$ cat src/rtl/bram_stream_reader_if.sv
// Output stream bundle of bram_stream_reader: valid/ready handshake with data and
// end-of-transfer marker. The master drives the words, the slave accepts them.
interface bram_stream_reader_if #(
    parameter int RAM_WIDTH = 32
);
    logic                 out_valid;
    logic                 out_ready;
    logic [RAM_WIDTH-1:0] out_data;
    logic                 out_last;

    modport master (output out_valid, output out_data, output out_last, input out_ready);
    modport slave  (input out_valid, input out_data, input out_last, output out_ready);
endinterface

$ cat src/rtl/bram_stream_reader.sv
// Reads a run of consecutive words from a single-port BRAM and replays them on a
// valid/ready stream, buffering the 1-cycle read latency and backpressure in a FIFO.
module bram_stream_reader #(
    parameter int RAM_WIDTH     = 32,
    parameter int RAM_ADDR_BITS = 9,
    parameter int FIFO_DEPTH    = 4
) (
    input  logic                     clock,
    input  logic                     reset_n,
    input  logic                     start,
    input  logic [RAM_ADDR_BITS-1:0] base_addr,
    input  logic [RAM_ADDR_BITS:0]   length,
    output logic                     busy,
    output logic                     done,
    output logic                     ram_enable,
    output logic                     write_enable,
    output logic [RAM_ADDR_BITS-1:0] address,
    input  logic [RAM_WIDTH-1:0]     ram_data,
    bram_stream_reader_if.master     out_s
);

    localparam int PTR_W = $clog2(FIFO_DEPTH);
    localparam int CNT_W = PTR_W + 1;
    localparam logic [CNT_W:0] DEPTH_C = (CNT_W+1)'(FIFO_DEPTH);

    typedef enum logic [1:0] {
        S_IDLE,
        S_READ,
        S_DRAIN,
        S_DONE
    } state_t;

    state_t                   state_q, state_d;
    logic [RAM_ADDR_BITS-1:0] addr_q, addr_d;
    logic [RAM_ADDR_BITS:0]   issue_rem_q, issue_rem_d;
    logic [RAM_ADDR_BITS:0]   out_rem_q, out_rem_d;
    logic                     pending_q, pending_d;
    logic [PTR_W-1:0]         wr_ptr_q, wr_ptr_d;
    logic [PTR_W-1:0]         rd_ptr_q, rd_ptr_d;
    logic [CNT_W-1:0]         count_q, count_d;
    logic [RAM_WIDTH-1:0]     fifo_mem [FIFO_DEPTH];

    logic                     issue;
    logic                     push;
    logic                     pop;
    logic                     fifo_valid;
    logic [CNT_W:0]           credit_used;

    // Words already buffered plus the read still in flight; same-cycle pops earn no credit.
    assign credit_used = {1'b0, count_q} + {{CNT_W{1'b0}}, pending_q};
    assign fifo_valid  = (count_q != '0);
    assign issue       = (state_q == S_READ) && (credit_used < DEPTH_C);
    assign push        = pending_q;
    assign pop         = fifo_valid && out_s.out_ready;

    assign busy         = (state_q != S_IDLE);
    assign done         = (state_q == S_DONE);
    assign ram_enable   = issue;
    assign write_enable = 1'b0;
    assign address      = addr_q;

    assign out_s.out_valid = fifo_valid;
    assign out_s.out_data  = fifo_valid ? fifo_mem[rd_ptr_q] : '0;
    assign out_s.out_last  = fifo_valid && (out_rem_q == (RAM_ADDR_BITS+1)'(1));

    // NOTE: every signal gets a default first so no path through the case leaves it
    // unassigned, which would otherwise infer a latch.
    always_comb begin
        state_d     = state_q;
        addr_d      = addr_q;
        issue_rem_d = issue_rem_q;
        out_rem_d   = out_rem_q;
        pending_d   = issue;
        wr_ptr_d    = push ? wr_ptr_q + PTR_W'(1) : wr_ptr_q;
        rd_ptr_d    = pop  ? rd_ptr_q + PTR_W'(1) : rd_ptr_q;
        count_d     = count_q;

        case ({push, pop})
            2'b10:   count_d = count_q + CNT_W'(1);
            2'b01:   count_d = count_q - CNT_W'(1);
            default: count_d = count_q;
        endcase

        if (pop) begin
            out_rem_d = out_rem_q - (RAM_ADDR_BITS+1)'(1);
        end

        case (state_q)
            S_IDLE: begin
                if (start) begin
                    addr_d      = base_addr;
                    issue_rem_d = length;
                    out_rem_d   = length;
                    state_d     = (length == '0) ? S_DONE : S_READ;
                end
            end
            S_READ: begin
                if (issue) begin
                    addr_d      = addr_q + RAM_ADDR_BITS'(1);
                    issue_rem_d = issue_rem_q - (RAM_ADDR_BITS+1)'(1);
                    if (issue_rem_q == (RAM_ADDR_BITS+1)'(1)) begin
                        state_d = S_DRAIN;
                    end
                end
            end
            S_DRAIN: begin
                // Leave as the out_last word is accepted so done follows it directly.
                if ((out_rem_q == '0) || (pop && out_rem_q == (RAM_ADDR_BITS+1)'(1))) begin
                    state_d = S_DONE;
                end
            end
            S_DONE: begin
                state_d = S_IDLE;
            end
            default: begin
                state_d = S_IDLE;
            end
        endcase
    end

    // NOTE: sequential state uses non-blocking assignments so every flop samples the
    // pre-edge values, independent of statement order.
    always_ff @(posedge clock or negedge reset_n) begin
        if (!reset_n) begin
            state_q     <= S_IDLE;
            addr_q      <= '0;
            issue_rem_q <= '0;
            out_rem_q   <= '0;
            pending_q   <= 1'b0;
            wr_ptr_q    <= '0;
            rd_ptr_q    <= '0;
            count_q     <= '0;
        end else begin
            state_q     <= state_d;
            addr_q      <= addr_d;
            issue_rem_q <= issue_rem_d;
            out_rem_q   <= out_rem_d;
            pending_q   <= pending_d;
            wr_ptr_q    <= wr_ptr_d;
            rd_ptr_q    <= rd_ptr_d;
            count_q     <= count_d;
        end
    end

    // NOTE: the storage array has no reset; occupancy is tracked by the reset counters
    // and out_data is masked while empty, so stale contents are never visible.
    always_ff @(posedge clock) begin
        if (push) begin
            fifo_mem[wr_ptr_q] <= ram_data;
        end
    end

    always_ff @(posedge clock) begin
        if (reset_n && push && !pop) begin
            assert (count_q != CNT_W'(FIFO_DEPTH));
        end
    end

endmodule

$ cat src/flat_wrapper.sv
// flat-port wrapper written by rule: the top's interface ports become plain ports
module bram_stream_reader_flat 
#(
    parameter int RAM_WIDTH     = 32,
    parameter int RAM_ADDR_BITS = 9,
    parameter int FIFO_DEPTH    = 4
)
  (clock, reset_n, start, base_addr, length, busy, done, ram_enable, write_enable, address, ram_data, out_s_out_valid, out_s_out_data, out_s_out_last, out_s_out_ready);
  bram_stream_reader_if #(.RAM_WIDTH(RAM_WIDTH)) out_s_i ();
  input  logic clock;
  input  logic reset_n;
  input  logic start;
  input  logic [RAM_ADDR_BITS-1:0] base_addr;
  input  logic [RAM_ADDR_BITS:0] length;
  output logic busy;
  output logic done;
  output logic ram_enable;
  output logic write_enable;
  output logic [RAM_ADDR_BITS-1:0] address;
  input  logic [RAM_WIDTH-1:0] ram_data;
  output wire logic [$bits(out_s_i.out_valid)-1:0] out_s_out_valid;
  output wire logic [$bits(out_s_i.out_data)-1:0] out_s_out_data;
  output wire logic [$bits(out_s_i.out_last)-1:0] out_s_out_last;
  input wire logic [$bits(out_s_i.out_ready)-1:0] out_s_out_ready;
  assign out_s_out_valid = out_s_i.out_valid;
  assign out_s_out_data = out_s_i.out_data;
  assign out_s_out_last = out_s_i.out_last;
  assign out_s_i.out_ready = out_s_out_ready;
  bram_stream_reader #(.RAM_WIDTH(RAM_WIDTH), .RAM_ADDR_BITS(RAM_ADDR_BITS), .FIFO_DEPTH(FIFO_DEPTH)) u_core (.clock(clock), .reset_n(reset_n), .start(start), .base_addr(base_addr), .length(length), .busy(busy), .done(done), .ram_enable(ram_enable), .write_enable(write_enable), .address(address), .ram_data(ram_data), .out_s(out_s_i));
endmodule
$ cat config.mk
export PLATFORM = sky130hd
export DESIGN_NAME = bram_stream_reader_flat
export DESIGN_NICKNAME = d
export VERILOG_FILES = /design/src/rtl/bram_stream_reader_if.sv /design/src/rtl/bram_stream_reader.sv /design/src/flat_wrapper.sv
export SDC_FILE = /design/constraint.sdc
export NUM_CORES = 1
export LEC_CHECK = 0
export CAP_MARGIN = 10
export CORE_AREA = 10 10 139 141
export DETAILED_ROUTE_END_ITERATION = 7
export DIE_AREA = 0 0 149 151
export DONT_BUFFER_PORTS = 1
export PLACE_DENSITY_LB_ADDON = 0.2
export RECOVER_POWER = 100
export REMOVE_ABC_BUFFERS = 1
export SLEW_MARGIN = 5
export SYNTH_ARGS = -nofsm -noshare
export SYNTH_HDL_FRONTEND = slang
export SYNTH_SLANG_ARGS = --single-unit
$ cat constraint.sdc
create_clock -name clock -period 2 [get_ports clock]
set_input_delay 0.2 -clock clock [delete_from_list [all_inputs] [get_ports clock]]
set_output_delay 0.2 -clock clock [all_outputs]
set_load 0.005 [all_outputs]
==> results of run 1 <==
area by class of cell:
cell class              instances  area, um2
clock buffers                  18        429
fillers                      1363       7540
repair buffers                 77        771
well taps                     220        275
flip-flops and latches        167       4820
inverters                      20       75.1
clock inverters                13        123
multi-input cells             278       2430
metal layers:
metal,wire length (um),global-route usage,part of all wire
met2,7780,0.238,0.50
met1,6380,0.166,0.41
met3,1360,0.0612,0.087
met4,167,0.0402,0.011
met5,0,0,0
how the worst max path moves through the flow:
| stage | to | slack, ns | cells after the start | from |
|---|---|---|---|---|
| after floorplan | out_s_out_data[0] | -0.42 | 2 | u_core.rd_ptr_q[0] |
| after detailed placement | u_core.issue_rem_q[5] | 0.04 | 7 | u_core.state_q[1] |
| after global routing | out_s_out_data[18] | -0.05 | 4 | u_core.rd_ptr_q[0] |
| after CTS | out_s_out_data[3] | -0.06 | 4 | u_core.rd_ptr_q[0] |
| final | out_s_out_data[18] | 0.02 | 4 | u_core.rd_ptr_q[0] |
| after global placement | u_core.issue_rem_q[5] | 0.14 | 7 | u_core.state_q[1] |
power by group:
part / internal (mW) / switching (mW) / leakage [nW]
Clock: 1.73 / 1.32 / 0.269
Combinational: 2.50 / 2.21 / 1.29
Sequential: 4.37 / 0.600 / 1.60
Total: 8.59 / 4.14 / 3.15
layout by cell type, fill, tap and decap left out, drive strengths merged, types with 2 or more instances in the layout:
master | Yosys | routed
a21oi | 24 | 24
a222oi | 2 | 2
a22oi | 2 | 2
a31oi | 5 | 5
and2 | 37 | 37
and3 | 2 | 2
and4b | 2 | 2
buf | 10 | 21
clkbuf | 17 | 28
clkinv | 0 | 5
dfrtp | 39 | 39
dlygate4sd3 | 0 | 46
edfxtp | 128 | 128
ha | 14 | 14
inv | 20 | 26
mux2 | 2 | 2
mux2i | 2 | 2
mux4 | 32 | 32
nand2 | 23 | 23
nand2b | 2 | 2
nand3 | 12 | 12
nand4 | 4 | 4
nor2 | 27 | 27
nor3 | 5 | 5
nor3b | 2 | 2
nor4 | 5 | 5
nor4b | 2 | 2
o211ai | 3 | 3
o21ai | 20 | 20
o22ai | 11 | 11
or3 | 6 | 6
xnor2 | 8 | 8
xor2 | 6 | 6
worst register-to-register path: cells and delay by family (launching register included):
family / cells / cell delay, ns
DFF: 1 / 0.46
and+or+nand+nor: 3 / 1.07
AOI/OAI and AO/OA: 1 / 0.09
xor gates and xnor gates: 1 / 0.17
logic make-up after synthesis:
logic type / count (synthesis)
DFF: 167
and+or+nand+nor: 131
AOI/OAI and AO/OA: 81
buffers and inverters: 47
muxes: 36
adders and majority gates: 15
xor gates and xnor gates: 14
other: 1
metrics by stage:
| stage | cell area, um2 | std cells | TNS, ns | hold WS (ns) |
|---|---|---|---|---|
| after global routing | 8930 | 793 | -0.830 | 0.00656 |
| after floorplan | 7230 | 465 | -15.15 | -0.0956 |
| after detailed placement | 7750 | 707 | 0 | -0.0939 |
| final | 8930 | 793 | 0 | 0.0145 |
| after CTS | 8930 | 790 | -0.814 | 0.00573 |
| after global placement | 7750 | 707 | 0 | -0.0940 |
flip-flops by register name, indices dropped and copies added, names as in the netlist:
register,cells
u_core.out_rem_q,10
u_core.address,9
u_core.count_q,3
u_core.rd_ptr_q,2
u_core.issue_rem_q,10
u_core.state_q,2
u_core.wr_ptr_q,2
u_core.fifo_mem,128
u_core.pending_q,1
timing repair:
item,4_1_cts,5_1_grt
pin swaps,0,2
gates cloned,1,1
hold endpoints to repair,185,0
endpoints found under the setup margin,33,39
gates resized for setup,25,26
setup buffers,4,3
hold buffers,47,0
==> results.yml, run 1 <==
detailed_routing:
  wl_per_cell_um: 19.8
  drt_iter0_markers: 204
  drt_first_pass_iters: 5
  drc: 0
  ant_nets: 0
  drt-total-wl_um: 15700
  vias: 4374
  viasPerCell: 5.52
clock_tree:
  cts_root_buffer: "clkbuf_16"
  cts_tree: "yes"
  clock_sink_count: 167
  cts_buffers: 17
  htreeDepth: 4
  clk_path_buf_depth: 2
  cts.reportedPaths.clkPinSlew_ns: 0.06
  clock_latency_ns: 0.42
min_path:
  hp-class: "in -> reg"
  min_to: "u_core.address[0]"
  min_from: "base_addr[0]"
  whs_path_depth: 2
worst_setup_path:
  r2r_setup_slack_ns: 0.08
  start_kind: "flop"
  worstPathMaxFanout: 5
  critical-path-top-delay-family: "multiplexers"
  worst-path-buf-inv: 2
  crit_chain: "buf_12 -> buf_8 -> mux4_2 -> and2_4"
  slowest_stage: "mux4_2"
  arrival_ns: 1.78
  crit_type: "reg -> out"
  r2r_start: "u_core.out_rem_q[2]"
  worst_r2r_endpoint: "u_core.out_rem_q[9]"
  reg2reg_depth: 5
  cp-end-kind: "output port"
  crit_required_ns: 1.80
  critPathMaxStageDelay_ns: 0.50
layout:
  fin_util: 0.542
  area_growth_pct: 21.5
  drive_gt1_frac: 0.246
  num_antenna_cells: 0
  fin_nets: 631
synthesis:
  synth_ff_type: "edfxtp_1"
  synthXorXnorAreaFrac: 0.0167
  synth-seq-cells: 167
  synth_area_leaders: "edfxtp_1 (52%), dfrtp_1 (13%), mux4_2 (9.8%), and2_1 (3.2%), ha_1 (2.4%)"
  syn_avg_cell_area_um2: 14.9
  synth-edff-count: 128
  async_flop_share: 0.234
  synth_compound_area_frac: 0.0712
  yosysUniqueCellTypes: 56
  yosysTopAreaCellShare: 0.523
  synth.most_common_cell: "edfxtp_1"
  synth_simple_gate_area_frac: 0.0991
  synth_top_area_cell: "edfxtp_1"
  synthMuxAreaShare: 0.104
  synthAdderAreaFrac: 0.0266
  synth_top_family_by_area: "multiplexers"
  syn_inst: 492
  syn-cell-area_mm2: 0.00735
  yosysWarnings: 0
  synth_commonest_cells: "edfxtp_1 (128), dfrtp_1 (39), and2_1 (37)"
  ys_seq_area_frac: 0.656
global_route:
  grt_start_max_net_pins: 40
  antenna_found_initial: 0
  grt_overflow: 0
  grt_pass1_vias: 4608
  grt_pass1_wl_um: 24800
  grt_use_total: 0.143
sta:
  drv_slew: 0
  min_period_over_period: 0.988
  worst_slew_pin_slew_ns: 1.03
  rsz0062_at_grt: "true"
  skew_ns: 0.00451
  fin_crit_ns: 1.98
  max_freq_mhz: 506
  fin_ws_ns: 0.0250
  max_slew_margin: 0.314
  setup_viol: 0
  hold_viol: 0
floorplanning:
  start_util: 0.446
  die_y_um: 151
  coreArea_mm2: 0.0165
  die_w_um: 149
  rows: 47
  io_pins: 102
  design.die.area_mm2: 0.0225
place:
  port_buffers: 0
  post-place-ws_ns: 0.0424
  gp_congestion: 0.869
  hpwlAfterDp_um: 10100
job:
  drv_cap: 0
power:
  p_leak_nw: 3.15
  ir_drop_mv: 0.728
  total_power_mw: 12.7
  power_density_mw_per_mm2: 1430
outcome:
  status: "finished, final reports clean"
Note: power is estimated with default switching activity, not from simulation.
==> inputs of run 2 (changes only) <==
Settings changed: CORE_AREA 10 10 139 141 to 3 3 132 134, DIE_AREA 0 0 149 151 to 0 0 135 137.
==> run 2 against run 1 <==
Net effect: the flow now finishes with violations (setup timing); sequential share of layout area decreased by 0.076 points; via count about the same; flip-flop and latch count unchanged; worst setup slack got worse by 0.060 ns; final cell count decreased by 0.25%; total power decreased by 0.47%; wire length decreased by 2.1%; critical path depth unchanged; fmax decreased by 2.9%; final area increased by 0.14%; combinational power decreased by 1%.
==> results.yml, run 2 (synthesis gave the netlist of run 1 again) <==
outcome:
  status: "finished, violations left"
  violations: "setup timing"
sta:
  worst_slew_pin_slew_ns: 1.00
  hold_viol: 0
  setup_viol: 15
  fin_ws_ns: -0.0349
  max_slew_margin: 0.331
  fin_crit_ns: 2.03
  min_period_over_period: 1.02
  skew_ns: 0.00587
  finalSetupTns_ns: -0.149
  hold-worst-slack_ns: 0.0349
  max_freq_mhz: 491
  drv_slew: 0
  rsz0062_at_grt: "true"
worst_setup_path:
  worstPathMaxFanout: 8
  start_kind: "flop"
  critPathMaxStageDelay_ns: 0.51
  cp-endpoint: "out_s_out_data[14]"
  arrival_ns: 1.83
  reg2reg_depth: 8
  slowest_stage: "mux4_2"
  r2r_start: "u_core.state_q[0]"
  r2r_setup_slack_ns: 0.06
  cp-end-kind: "output port"
  crit_type: "reg -> out"
  crit_required_ns: 1.80
  crit_chain: "buf_12 -> buf_16 -> mux4_2 -> and2_4"
  worst_r2r_endpoint: "u_core.issue_rem_q[6]"
  worstSetupStartpoint: "u_core.rd_ptr_q[0]"
layout:
  final_common_cell: "edfxtp_1"
  drive_gt1_frac: 0.231
  multi_input_area_mm2: 0.00242
  final_cells: 791
  fillers: 1336
  reg_top3: "u_core.fifo_mem: 128 flops, u_core.issue_rem_q: 10 flops, u_core.out_rem_q: 10 flops"
  final-seq-area_mm2: 0.00482
  final_cell_mix: "edfxtp_1 (128), dlygate4sd3_1 (48), dfrtp_1 (35)"
  largest_reg_flops: 128
  top_register: "u_core.fifo_mem"
  area_growth_pct: 21.7
  fin_nets: 628
  fin_util: 0.545
  design_area_mm2: 0.00894
  num_antenna_cells: 0
job:
  drv_cap: 0
clock_tree:
  clock_sink_count: 167
  cts_root_buffer: "clkbuf_16"
  clock_latency_ns: 0.41
  cts_tree: "yes"
  clk_path_buf_depth: 2
  htreeDepth: 4
  cts_buffers: 17
  cts.reportedPaths.clkPinSlew_ns: 0.06
global_route:
  antenna_found_initial: 0
  grt_pass1_wl_um: 24700
  grt_use_total: 0.176
  grt_start_max_net_pins: 40
  grt_overflow: 0
  grt_pass1_vias: 4585
floorplanning:
  die_y_um: 137
  coreArea_mm2: 0.0164
  design.die.area_mm2: 0.0185
  io_pins: 102
  start_util: 0.448
  rows: 47
  die_w_um: 135
detailed_routing:
  vias: 4373
  viasPerCell: 5.53
  wl_per_cell_um: 19.4
  drc: 0
  ant_nets: 0
  drt-total-wl_um: 15400
  drt_iter0_markers: 230
  drt_first_pass_iters: 7
place:
  dp_cells: 703
  post-place-ws_ns: 0.0311
  hpwlAfterDp_um: 9510
  port_buffers: 0
  dpl_cell_area_mm2: 0.00772
  gp_congestion: 0.832
power:
  p_leak_nw: 3.15
  total_power_mw: 12.7
  power_density_mw_per_mm2: 1420
  ir_drop_mv: 0.814
min_path:
  hp-class: "in -> reg"
-- run 2: cell types whose count changed in the layout (fill, tap and decap cells not counted), moves of 3 or more --
cell and delta:
buf_4 -8, and2_0 +3, and2_2 -3, buf_12 +3
buf_6 -3
-- run 2: what timing repair did --
item                                   CTS  global route
pin swaps                                2             3
hold buffers                            49             0
buffers inserted                         4             1
gates cloned                             3             0
setup endpoints to repair               33            40
endpoints found under the hold margin  188             0
resized for setup                       28            22
-- run 2: routing by layer --
| metal | routed length (um) | GRT usage | share of wire |
|---|---|---|---|
| met2 | 7620 | 0.289 | 0.50 |
| met3 | 1000 | 0.0577 | 0.065 |
| met5 | 0 | 0 | 0 |
| met1 | 6450 | 0.222 | 0.42 |
| met4 | 289 | 0.0588 | 0.019 |
-- run 2: cell type report --
class	count	area share
Timing Repair Buffer	74	0.0883
Multi-Input combinational cell	278	0.271
Clock buffer	18	0.0480
Tap cell	220	0.0308
Sequential cell	167	0.540
Inverter	20	0.00840
Clock inverter	14	0.0140
-- run 2: critical path: cells and delay by family (launching register included) --
family / cells / cell delay [ns]
buffers and inverters: 2 / 0.28
and+or+nand+nor: 1 / 0.18
muxes: 1 / 0.51
DFF: 1 / 0.44
-- run 2: worst min path at each step --
stage | cells past startpoint | slack (ns) | to | startpoint
final | 3 | 0.03 | u_core.issue_rem_q[6] | start
after global routing | 2 | 0.03 | u_core.issue_rem_q[4] | start
after CTS | 3 | 0.02 | u_core.issue_rem_q[6] | start
after detailed placement | 0 | -0.09 | u_core.issue_rem_q[3] | reset_n
after global placement | 0 | -0.09 | u_core.issue_rem_q[3] | reset_n
after floorplan | 0 | -0.1 | u_core.address[0] | reset_n
-- run 2: power breakdown --
group          switching [mW]  total (mW)  internal [mW]
Sequential              0.616        4.98           4.36
Combinational            2.17        4.64           2.47
Clock                    1.32        3.04           1.72
Total                    4.11        12.7           8.56
